[src/rtl/plot_pkg.sv]
// Shared types and helpers for the VGA plot sequencer.
// Latency: none (declarations and a combinational helper only).
// Backpressure: not applicable.
package plot_pkg;

    // Width of a pixel column on the 640x480 trace display
    localparam int X_W   = 9;
    // Width of the FIFO occupancy bus (covers 0..64)
    localparam int LVL_W = 7;

    typedef enum logic [1:0] {
        IDLE  = 2'd0,
        ARMED = 2'd1,
        LOAD  = 2'd2
    } state_e;

    // Saturate a sample to the largest plottable column
    function automatic logic [X_W-1:0] clamp_x(input logic [X_W-1:0] v,
                                              input logic [X_W-1:0] x_max);
        return (v > x_max) ? x_max : v;
    endfunction

endpackage

[src/rtl/plot_sample_fifo.sv]
// Synchronous DEPTH x W sample FIFO with occupancy count; head is visible on rdata.
// Latency: a pushed word is poppable the cycle after the push; level updates on the clock edge.
// Backpressure: pushes while full and pops while empty are dropped internally.
module plot_sample_fifo
    import plot_pkg::*;
#(
    parameter int DEPTH = 8,
    parameter int W     = X_W
) (
    input  logic             clk,
    input  logic             rst,
    input  logic             push,
    input  logic [W-1:0]     wdata,
    input  logic             pop,
    output logic [W-1:0]     rdata,
    output logic [LVL_W-1:0] level,
    output logic             full,
    output logic             empty
);

    localparam int AW = (DEPTH > 1) ? $clog2(DEPTH) : 1;

    logic [W-1:0]     mem_q [DEPTH];
    logic [AW-1:0]    wr_ptr_q;
    logic [AW-1:0]    rd_ptr_q;
    logic [LVL_W-1:0] level_q;
    logic             push_ok;
    logic             pop_ok;

    assign full    = (level_q == LVL_W'(DEPTH));
    assign empty   = (level_q == '0);
    assign push_ok = push && !full;
    assign pop_ok  = pop && !empty;
    assign rdata   = mem_q[rd_ptr_q];
    assign level   = level_q;

    // Storage array: data is only ever read after being written, so it needs no reset
    always_ff @(posedge clk) begin
        if (push_ok) begin
            mem_q[wr_ptr_q] <= wdata;
        end
    end

    // Pointers and occupancy; DEPTH is a power of two so pointers wrap naturally
    always_ff @(posedge clk) begin
        if (rst) begin
            wr_ptr_q <= '0;
            rd_ptr_q <= '0;
            level_q  <= '0;
        end else begin
            if (push_ok) begin
                wr_ptr_q <= wr_ptr_q + AW'(1);
            end
            if (pop_ok) begin
                rd_ptr_q <= rd_ptr_q + AW'(1);
            end
            case ({push_ok, pop_ok})
                2'b10:   level_q <= level_q + LVL_W'(1);
                2'b01:   level_q <= level_q - LVL_W'(1);
                default: level_q <= level_q;
            endcase
        end
    end

endmodule

[src/rtl/vga_plot_sequencer.sv]
// Paces NIOS II ODE samples onto the VGA x_shift, one per FRAMES_PER_SAMPLE frames, only at vsync.
// Latency: x_shift moves 5 clk after the vsync pin edge that makes an update due (sync 2 + edge 1 + ARMED 1 + LOAD 1).
// Backpressure: s_ready low while FIFO full; optional PLOT_UNDERFLOW_CNT_EN adds saturating underflow_cnt.
module vga_plot_sequencer
    import plot_pkg::*;
#(
    parameter int DEPTH             = 8,
    parameter int FRAMES_PER_SAMPLE = 1,
    parameter int X_MAX             = 479,
    parameter int VSYNC_ACTIVE      = 0
) (
    input  logic             clk,
    input  logic             rst,
    input  logic             s_valid,
    output logic             s_ready,
    input  logic [X_W-1:0]   s_data,
    input  logic             vsync_in,
    output logic [X_W-1:0]   x_shift,
    output logic [LVL_W-1:0] level,
    output logic             underflow
`ifdef PLOT_UNDERFLOW_CNT_EN
    ,
    output logic [15:0]      underflow_cnt
`endif
);

    localparam logic [X_W-1:0] XMAX_C   = X_W'(X_MAX);
    localparam logic [7:0]     FPS_LAST = 8'(FRAMES_PER_SAMPLE - 1);
    localparam logic           V_ACT    = (VSYNC_ACTIVE != 0);

    // Synchroniser, edge detector and frame tick
    logic sync1_q, sync2_q, sync3_q;
    logic tick_q;

    // FSM and datapath state
    state_e         state_q, state_d;
    logic [7:0]     frame_cnt_q, frame_cnt_d;
    logic [X_W-1:0] x_shift_q;
    logic           underflow_q, underflow_d;
    logic           due;
    logic           pop;

    // FIFO interface
    logic             push_acc;
    logic [X_W-1:0]   fifo_rdata;
    logic [LVL_W-1:0] fifo_level;
    logic             fifo_full;
    logic             fifo_empty;

    assign s_ready  = !fifo_full;
    assign push_acc = s_valid && s_ready;
    assign level    = fifo_level;
    assign x_shift  = x_shift_q;
    assign underflow = underflow_q;

    plot_sample_fifo #(
        .DEPTH (DEPTH),
        .W     (X_W)
    ) u_fifo (
        .clk   (clk),
        .rst   (rst),
        .push  (push_acc),
        .wdata (clamp_x(s_data, XMAX_C)),
        .pop   (pop),
        .rdata (fifo_rdata),
        .level (fifo_level),
        .full  (fifo_full),
        .empty (fifo_empty)
    );

    // Bring vsync into the clk domain and register a pulse on entry to the active level
    always_ff @(posedge clk) begin
        if (rst) begin
            sync1_q <= ~V_ACT;
            sync2_q <= ~V_ACT;
            sync3_q <= ~V_ACT;
            tick_q  <= 1'b0;
        end else begin
            sync1_q <= vsync_in;
            sync2_q <= sync1_q;
            sync3_q <= sync2_q;
            tick_q  <= (sync2_q == V_ACT) && (sync3_q != V_ACT);
        end
    end

    // A frame tick makes an update due when it closes the last frame of the hold period
    assign due = tick_q && (frame_cnt_q == FPS_LAST);

    // Next-state, frame counting, pop request and underflow detection
    always_comb begin
        state_d     = state_q;
        frame_cnt_d = frame_cnt_q;
        pop         = 1'b0;
        underflow_d = 1'b0;
        case (state_q)
            IDLE: begin
                // Frames keep being counted while starved so the cadence stays intact
                if (tick_q) begin
                    frame_cnt_d = due ? 8'd0 : frame_cnt_q + 8'd1;
                    underflow_d = due && (fifo_level == '0);
                end
                if (fifo_level != '0) begin
                    state_d = ARMED;
                end
            end
            ARMED: begin
                if (tick_q) begin
                    if (due) begin
                        frame_cnt_d = 8'd0;
                        state_d     = LOAD;
                    end else begin
                        frame_cnt_d = frame_cnt_q + 8'd1;
                    end
                end
            end
            LOAD: begin
                // Ticks landing here are dropped; occupancy after the pop picks the next state
                pop = !fifo_empty;
                if ((fifo_level > LVL_W'(1)) || push_acc) begin
                    state_d = ARMED;
                end else begin
                    state_d = IDLE;
                end
            end
            default: begin
                state_d = IDLE;
            end
        endcase
    end

    // FSM state, frame counter and underflow pulse registers
    always_ff @(posedge clk) begin
        if (rst) begin
            state_q     <= IDLE;
            frame_cnt_q <= 8'd0;
            underflow_q <= 1'b0;
        end else begin
            state_q     <= state_d;
            frame_cnt_q <= frame_cnt_d;
            underflow_q <= underflow_d;
        end
    end

    // x_shift only moves on the edge that ends LOAD, so the column is stable within a frame
    always_ff @(posedge clk) begin
        if (rst) begin
            x_shift_q <= '0;
        end else if (state_q == LOAD && !fifo_empty) begin
            x_shift_q <= fifo_rdata;
        end
    end

`ifdef PLOT_UNDERFLOW_CNT_EN
    logic [15:0] underflow_cnt_q;

    assign underflow_cnt = underflow_cnt_q;

    // Saturating tally of starved updates for software diagnostics
    always_ff @(posedge clk) begin
        if (rst) begin
            underflow_cnt_q <= 16'd0;
        end else if (underflow_q && (underflow_cnt_q != 16'hFFFF)) begin
            underflow_cnt_q <= underflow_cnt_q + 16'd1;
        end
    end
`endif

endmodule

[config.mk]
export PLATFORM = sky130hd
export DESIGN_NAME = vga_plot_sequencer
export DESIGN_NICKNAME = d
export VERILOG_FILES = /design/src/rtl/plot_pkg.sv /design/src/rtl/plot_sample_fifo.sv /design/src/rtl/vga_plot_sequencer.sv
export SDC_FILE = /design/constraint.sdc
export NUM_CORES = 1
export LEC_CHECK = 0
export ABC_AREA = 1
export ABC_CLOCK_PERIOD_IN_PS = 4000
export CORE_MARGIN = 1.5
export CORE_UTILIZATION = 30
export DETAILED_ROUTE_END_ITERATION = 12
export DONT_BUFFER_PORTS = 1
export PLACE_DENSITY_LB_ADDON = 0.08
export SLEW_MARGIN = 0
export SYNTH_ARGS = -nofsm -noshare
export SYNTH_HDL_FRONTEND = slang
export SYNTH_HIERARCHICAL = 1
export SYNTH_SLANG_ARGS = --single-unit
[constraint.sdc]
create_clock -name clk -period 4 [get_ports clk]
set_input_delay 0 -clock clk [delete_from_list [all_inputs] [get_ports clk]]
set_output_delay 0 -clock clk [all_outputs]
set_load 0.05 [all_outputs]
==> flow_summary.ini <==
[clocking]
tritoncts = yes
cts_max_level = 3
cts_resized = 0
cts_buffers = 9
clkTransAtPathRegs_ns = 0.08
post_cts_buffers = 0
clockBufferDepth = 2
clock_latency_ns = 0.35
clock-sinks = 112
cts_root_buffer = clkbuf_16

[yosys]
mappedNetlistArea_um2 = 5037
synthDistinctLibCells = 35
ys.flop_type = edfxtp_1
synthArstFlopShare_pct = 0
yosysSeqAreaShare_pct = 58.82
synth_top_area_share_pct = 42.92
synth_edf_count = 72
synth_seq_cells = 112
syn_area_per_cell_um2 = 9.469
synth_warnings = 6
yosysTopAreaCell = edfxtp_1
synth_cells = 532
synth_most_common_cell = nand2_1
netlist_top_cells_area = edfxtp_1, dfxtp_1, nand2_1
synth_common_cells = nand2_1, nor2_1, edfxtp_1
syn_nets = 552

[floorplan]
design.portCount = 31
start_util_pct = 30.59
fp.dieH_um = 132.6
core-area_um2 = 16470
die_x_um = 132.6
die_area_um2 = 17580
num_rows = 47

[layout]
diodes = 0
fill_cells = 1728
final_nets = 567
regArea_um2 = 2963
multiInputGateArea_um2 = 1734
final_cells = 772
final_layout_size_suffix_gt1_share_pct = 14.13
finish.instance_area_um2 = 5689
syn_to_final_growth_pct = 12.94
post-route-util_pct = 34.55

[place]
placed_area_um2 = 5320
post-place-cells = 748
hpwl_mm = 7.499
io_buffers = 0
gp_congestion = 0.8186

[timing]
period_needed_ns = 3.414
final_hold_viol_count = 0
timing.final.crit_share_pct = 85.35
finalClockSkew_ns = 0.008451
finalMaxSlewViolations = 0
setup_tns_ns = 0
worst_hold_slack_ns = 0.03539
worst_slew_pin_slew_ns = 1.106
setup_violations = 0
clock.fmax_mhz = 292.9
slew_headroom_pct = 26.19
rsz0062_at_grt = no

[global_route]
grt_pass1_vias = 3443
antenna_found_initial = 0
grt_pass1_wl_mm = 18.80
grt.overflow.total = 0
gr-usage-all-layers_pct = 14.00
grt_use_met2_pct = 22.75
grtUsageMet3_pct = 4.291
use_met1_pct = 18.01
grt_max_degree = 38
grt_busiest_layer = met2

[pwr]
ir_drop_mv = 0.2395
leakage_nw = 2.171
powerDensity_nw_per_um2 = 423.0

[drt]
routed_wl_mm = 11.57
routedWlPerCell_um = 14.99
viasPerCell = 4.552
drc_errors = 0
drt_iter0_drc = 184
firstDrtPassIters = 4
via_count = 3514
postRouteAntennaNets = 0

[worst_setup_path]
critical_path_required_ns = 4.25
worstPathArrival_ns = 3.66
path_delay_family = simple AND/OR/NAND/NOR gates
startpoint_type = register
critPathSlowestCell = dfxtp_1
crit_buf_inv = 6
path_max_fanout = 11
end_kind = register
critical_path_class = reg2reg
cpPeakStageDelay_ns = 0.71
worstPathCellList = inv_2 > nand2_1 > nor3_4 > nor2_4 > nand2_4 > clkinv_8 > inv_1 > nor2_4 > ha_1 > inv_1 > nand2_1 > nand2_1 > inv_1 > ha_1 > o21bai_1 > nand3_1 > nand3_1 > nand3_1 > nand2_1 > inv_1

[run_status]
outcome = finished, final reports clean

[run]
cap_violations = 0

[worst_hold_path]
hp-class = in2reg
==> final cells by class <==
| type | instances | share of cell area [%] |
|---|---|---|
| clock buffer | 10 | 4.025 |
| clock inverter | 6 | 0.8797 |
| inverter | 57 | 4.003 |
| multi-input combinational | 343 | 30.48 |
| sequential | 112 | 52.08 |
| tap | 220 | 4.838 |
| timing repair buffer | 24 | 3.695 |
==> path summary, 6_finish.rpt <==
| check | endpoint | from | slack [ns] | depth (start not counted) |
|---|---|---|---|---|
| setup / recovery | u_fifo/level[6] | u_fifo/level[3] | 0.59 | 20 |
| hold / removal | u_fifo/mem_q[3][0] | s_data[0] | 0.04 | 2 |
| hold reg to reg | sync2_q | sync1_q | 0.42 | 1 |
| setup reg to reg | u_fifo/level[6] | u_fifo/level[3] | 0.59 | 20 |
==> cells in the final DEF (no fill, tap or decap), types with 9 or more instances in the layout <==
| cell | count |
|---|---|
| inv_1 | 49 |
| nand2_1 | 114 |
| nand2_2 | 15 |
| edfxtp_1 | 72 |
| o21ai_0 | 24 |
| buf_4 | 16 |
| a21oi_1 | 13 |
| a21oi_2 | 10 |
| nand3_1 | 18 |
| dfxtp_1 | 40 |
| o32ai_1 | 18 |
| nor2_1 | 89 |
| clkbuf_16 | 9 |
==> where the power goes <==
group / leakage [nW] / internal [mW] / total [mW] / switching, mW
Combinational: 1.06 / 0.0715 / 0.241 / 0.170
Clock: 0.137 / 0.433 / 0.861 / 0.428
Sequential: 0.978 / 1.27 / 1.30 / 0.0323
==> stage by stage <==
step                      total power, mW  setup WS (ns)
final                               2.406         0.5862
after global routing                2.514         0.1876
after CTS                           2.444         0.5977
after detailed placement            1.560         0.6200
after global placement              1.561         0.6267
after floorplan                     1.497         0.8843
==> flip-flops by register name, indices dropped and copies added (netlist names), named ones only <==
name,flops
u_fifo/level,7
sync3_q,1
sync1_q,1
sync2_q,1
tick_q,1
u_fifo/mem_q,72
u_fifo/rd_ptr_q,3
u_fifo/wr_ptr_q,3
x_shift,9
frame_cnt_q,8
underflow,1
state_q,2
==> repair_timing <==
| item | in CTS | in global routing |
|---|---|---|
| setup endpoints to repair | 0 | 0 |
| hold endpoints to repair | 64 | 0 |
| hold buffers | 8 | 0 |
==> cells by family (layout without fill, tap and decap cells) <==
logic type / after synthesis / in the layout / synth area share (%)
AND/OR/NAND/NOR: 262 / 262 / 22.83
flip-flops: 112 / 112 / 58.82
buffers and inverters: 77 / 97 / 6.756
AO/OA/AOI/OAI: 69 / 69 / 8.991
adder cells (fa/ha/maj): 7 / 7 / 1.739
XOR/XNOR: 5 / 5 / 0.8695
==> per-layer routing <==
layer / vias to the layer above / share of wire, %
li1: 1792 / -
met5: - / 0
met3: 10 / 5.5
met4: 0 / 1.3
met1: 1637 / 47
met2: 75 / 46
Note: power is estimated with default switching activity, not from simulation.
